===== src/rtl/mem_arbiter.sv =====
// mem_arbiter: round-robin sharing of one active-low ce/busy/valid memory port
// between the CPU (port 0) and the debug loader (port 1), with an access-start timeout.
module mem_arbiter #(
    parameter int ADDR_W  = 24,
    parameter int DATA_W  = 32,
    parameter int TIMEOUT = 64,
    parameter int CNT_W   = 7
) (
    input  logic              clk,
    input  logic              reset,
    input  logic              ce0_n,
    input  logic              we0,
    input  logic [ADDR_W-1:0] addr0,
    input  logic [DATA_W-1:0] wdata0,
    output logic              busy0,
    output logic              valid0,
    output logic              fault0,
    input  logic              ce1_n,
    input  logic              we1,
    input  logic [ADDR_W-1:0] addr1,
    input  logic [DATA_W-1:0] wdata1,
    output logic              busy1,
    output logic              valid1,
    output logic              fault1,
    output logic [DATA_W-1:0] rdata,
    output logic              mem_ce_n,
    output logic              mem_we,
    output logic [ADDR_W-1:0] mem_addr,
    output logic [DATA_W-1:0] mem_wdata,
    input  logic              mem_busy,
    input  logic              mem_valid,
    input  logic [DATA_W-1:0] mem_rdata,
    output logic              grant
);
    typedef enum logic [1:0] {IDLE, AWAIT, ACTIVE, RELEASE} state_t;
    state_t           state_q, state_d;
    logic             grant_q, grant_d;
    logic [CNT_W-1:0] cnt_q, cnt_d;
    logic [1:0]       fault_q, fault_d;
    logic             gnt_ce_n;
    logic             routed;
    always_ff @(posedge clk) begin
        if (!reset) begin
            state_q <= IDLE;
            grant_q <= 1'b1;
            cnt_q   <= '0;
            fault_q <= '0;
        end else begin
            state_q <= state_d;
            grant_q <= grant_d;
            cnt_q   <= cnt_d;
            fault_q <= fault_d;
        end
    end
    assign gnt_ce_n = grant_q ? ce1_n : ce0_n;
    // busy is checked before abandon/timeout so a late busy always wins over a fault
    always_comb begin
        state_d = state_q;
        grant_d = grant_q;
        cnt_d   = cnt_q;
        fault_d = '0;
        case (state_q)
            IDLE: begin
                if (!ce0_n || !ce1_n) begin
                    grant_d = (!ce0_n && !ce1_n) ? ~grant_q : !ce1_n;
                    cnt_d   = '0;
                    state_d = AWAIT;
                end
            end
            AWAIT: begin
                if (mem_busy) begin
                    state_d = ACTIVE;
                end else if (gnt_ce_n) begin
                    state_d = RELEASE;
                end else if (cnt_q == CNT_W'(TIMEOUT - 1)) begin
                    fault_d[grant_q] = 1'b1;
                    state_d          = RELEASE;
                end else begin
                    cnt_d = cnt_q + CNT_W'(1);
                end
            end
            ACTIVE: state_d = mem_busy ? ACTIVE : RELEASE;
            default: state_d = IDLE;
        endcase
    end
    always_comb begin
        routed    = (state_q == AWAIT) || (state_q == ACTIVE);
        mem_ce_n  = !routed;
        mem_we    = grant_q ? we1 : we0;
        mem_addr  = grant_q ? addr1 : addr0;
        mem_wdata = grant_q ? wdata1 : wdata0;
        busy0     = routed && !grant_q && mem_busy;
        valid0    = routed && !grant_q && mem_valid;
        busy1     = routed && grant_q && mem_busy;
        valid1    = routed && grant_q && mem_valid;
        fault0    = fault_q[0];
        fault1    = fault_q[1];
        rdata     = mem_rdata;
        grant     = grant_q;
    end
endmodule


===== config.mk =====
export PLATFORM = sky130hd
export DESIGN_NAME = mem_arbiter
export DESIGN_NICKNAME = d
export VERILOG_FILES = /design/src/rtl/mem_arbiter.sv
export SDC_FILE = /design/constraint.sdc
export NUM_CORES = 1
export LEC_CHECK = 0
export CORE_AREA = 2 2 97 99
export DETAILED_ROUTE_END_ITERATION = 10
export DIE_AREA = 0 0 99 101
export GPL_ROUTABILITY_DRIVEN = 0
export PLACE_DENSITY = 0.67
export SYNTH_ARGS = -nofsm -noshare
export SYNTH_HDL_FRONTEND = slang
export SYNTH_SLANG_ARGS = --single-unit

===== constraint.sdc =====
create_clock -name clk -period 3.8 [get_ports clk]
set_input_delay 0.57 -clock clk [delete_from_list [all_inputs] [get_ports clk]]
set_output_delay 0.57 -clock clk [all_outputs]
set_load 0.005 [all_outputs]

==> flow_summary_export.csv <==
group,metric,value,unit
run_status,status,"finished clean",
global_route,grt_pass1_vias,1797,
final_layout,area_growth_syn_to_layout,107,%
yosys,ys_seq_elements,12,
clocking,clock_sinks,12,
sta,setup_viol,0,
yosys,yosysWarnings,0,
yosys,synth_top_family_by_area,"multiplexers",
sta,maxSlewViolCount,0,
sta,rsz0062_at_grt,"false",
detailed_routing,drtIter0Drc,31,
yosys,synthMuxAreaShare,0.411,
yosys,synthXorXnorAreaFrac,0,
clocking,worstSkewPairLatency,0.24,ns
placed_design,dp_hpwl,5.68,mm
sta,hold_viol_final,0,
yosys,syn_avg_cell_area,9.42,um^2
die,start_util,0.183,
setup_path,cpPeakStageDelay,0.71,ns
final_layout,nets,479,
clocking,cts_hold_buf,0,
global_route,grtUsageTotal,0.122,
sta,skew,0.000543,ns
pwr,switchingPower,0.375,mW
clocking,cts_made_buffers,3,
placed_design,pre_cts_ws,1.37,ns
setup_path,crit_chain,"buf_12, mux2_2, clkdlybuf4s50_1",
sta,fin_crit_sh,0.706,
clocking,cts_max_level,1,
final_layout,fillers,924,
detailed_routing,via_per_inst,4.33,
pwr,p_leak,1.31,nW
final_layout,multi_input_area,1080,um^2
yosys,synth_nets,330,
setup_path,criticalPathCategory,"register to output port",
setup_path,crit_arrival,2.11,ns
clocking,cts_resized,0,
sta,period_needed,2.68,ns
setup_path,path_max_fanout,41,
clocking,cts_tree,"done",
sta,setup_slack,1.12,ns
hold_path,hold_path_startpoint,"cnt_q[6]",
pwr,pwr-share-clk,0.102,
job,cap_violations,0,
hold_path,min_to,"cnt_q[6]",
pwr,power_density,339,nW/um^2
die,io_pins,249,
pwr,internal-power,0.775,mW
detailed_routing,ant_nets,0,
pwr,switching_share,0.326,
setup_path,r2r-start,"grant",
setup_path,reg2regPathDepth,4,
final_layout,insertedDiodeCount,0,
detailed_routing,drc_errors,0,
yosys,syn_area,1640,um^2
final_layout,layout-drive-gt1-share,0.206,
yosys,yosys.area_share.simple,0.0969,
global_route,antenna_found_initial,0,
yosys,synth_adder_area_share,0.0305,
sta,tightest_slew,0.597,ns
pwr,ir_drop,0.000266,V
final_layout,final_cell_mix,"clkdlybuf4s50_1 (184), mux2_2 (57), dfxtp_1 (11), inv_1 (7), nand2_1 (6)",
pwr,combPwrFrac,0.739,
hold_path,hold_depth,2,
setup_path,r2r_slack,1.98,ns
yosys,synth_compound_area_frac,0.122,
global_route,grt.overflow.total,0,
die,rows,35,
global_route,grt_pass1_wl,9.79,mm
hold_path,hp-class,"register to register",
clocking,post-cts-setup-buffer-count,0,
final_layout,regArea,241,um^2
die,die_w,99,um
clocking,path_clk_slew,0.05,ns
detailed_routing,wire_per_inst,15.5,um
sta,fin_hold_ws,0.433,ns
sta,timing.setup.tns,0,ns
setup_path,slowest_stage,"dfxtp_2",
yosys,synth_cell_types,34,
setup_path,crit_path_start_kind,"register",
die,die_y,101,um
sta,slew_headroom,0.602,
yosys,ys_seq_area_frac,0.147,
yosys,syn_inst,174,
pwr,seq_power_share,0.158,
detailed_routing,routed_wl,6.70,mm
detailed_routing,vias,1872,
setup_path,cp-end-kind,"output port",
clocking,cts_root_buf,"clkbuf_8",
setup_path,required,3.23,ns
die,coreArea,8980,um^2
die,die_area,10000,um^2
final_layout,final_common_cell,"clkdlybuf4s50_1",
detailed_routing,dr.pass1.iters,4,
sta,fmax,373,MHz
global_route,grt_max_degree,42,
setup_path,regToRegEndpoint,"cnt_q[3]",
placed_design,portBuffers,184,
clocking,clock_path_buffers,2,
==> cell type report <==
type,count,area share
timing repair buffer,185,0.549
multi-input combinational,114,0.319
sequential,12,0.0712
tap,111,0.0409
clock buffer,3,0.0122
inverter,7,0.00774
==> cells by family after synthesis <==
logic type | after synthesis
mux | 59
buf+inv | 48
simple gates | 27
compound gates | 24
flops | 12
fa+ha+maj | 4
==> cell usage after synthesis <==
cell type,n,area share
o21ai_1,1,0.0031
a211o_1,1,0.0053
nand2b_1,1,0.0038
or3_1,1,0.0038
o32ai_1,2,0.011
o31ai_1,3,0.014
ha_1,4,0.031
mux2_2,57,0.39
nand3b_1,1,0.0046
nor2_1,4,0.0092
inv_1,7,0.016
o311ai_0,1,0.0053
o41ai_2,1,0.0099
o21ai_0,3,0.0092
a41o_1,4,0.024
nand3b_4,1,0.012
a31oi_1,1,0.0038
buf_2,6,0.018
nand3_1,4,0.012
mux2i_1,1,0.0061
o2111ai_1,3,0.016
o21a_1,1,0.0046
clkbuf_1,2,0.0046
o211ai_2,1,0.0076
nand4_1,3,0.011
buf_4,32,0.15
dfxtp_1,12,0.15
and3_1,4,0.015
nand2_1,6,0.014
mux2i_4,1,0.014
o221ai_1,1,0.0053
a21oi_1,1,0.0031
and3b_1,2,0.011
buf_6,1,0.0069
==> how the worst max path moves through the flow <==
stage | from | to | slack (ns)
global placement | mem_busy | busy1 | 1.39
global route | grant | mem_wdata[25] | 1.00
CTS | grant | mem_wdata[14] | 1.10
floorplan | grant | mem_wdata[21] | 2.10
finish | grant | mem_wdata[14] | 1.12
detailed placement | grant | mem_wdata[14] | 1.37
==> state kept, by name, indices dropped and copies added (netlist names) <==
signal   count
cnt_q        7
fault_q      2
grant        1
state_q      2
==> metrics by stage <==
step | power, mW | area, um^2 | instances | util
2_1_floorplan | 0.587 | 1640 | 174 | -
3_3_place_gp | 1.03 | 3350 | 429 | 0.373
3_5_place_dp | 1.04 | 3350 | 429 | 0.373
4_1_cts | 1.16 | 3390 | 432 | 0.378
5_1_grt | 1.22 | 3390 | 432 | 0.378
6_report | 1.15 | 3390 | 432 | 0.378
==> power by group through the flow <==
stage	clock [mW]	sequential (mW)	combinational [mW]
after floorplan	0	0.154	0.432
after global placement	0	0.184	0.844
after detailed placement	0	0.185	0.852
after CTS	0.119	0.182	0.859
after global routing	0.126	0.188	0.910
final	0.118	0.182	0.850
==> worst max-delay path, delay by kind of cell, from the launching register on <==
family   cells  cell delay [ns]
flops        1             0.71
mux          1             0.37
buf+inv      2             0.77
==> routing by layer <==
layer / track usage / part of all wire / vias to the layer above
met3: 0.0319 / 0.096 / 9
li1: - / - / 910
met5: 0 / 0 / -
met2: 0.212 / 0.50 / 102
met1: 0.151 / 0.40 / 851
met4: 0.0253 / 0.0096 / 0
Note: power is estimated with default switching activity, not from simulation.
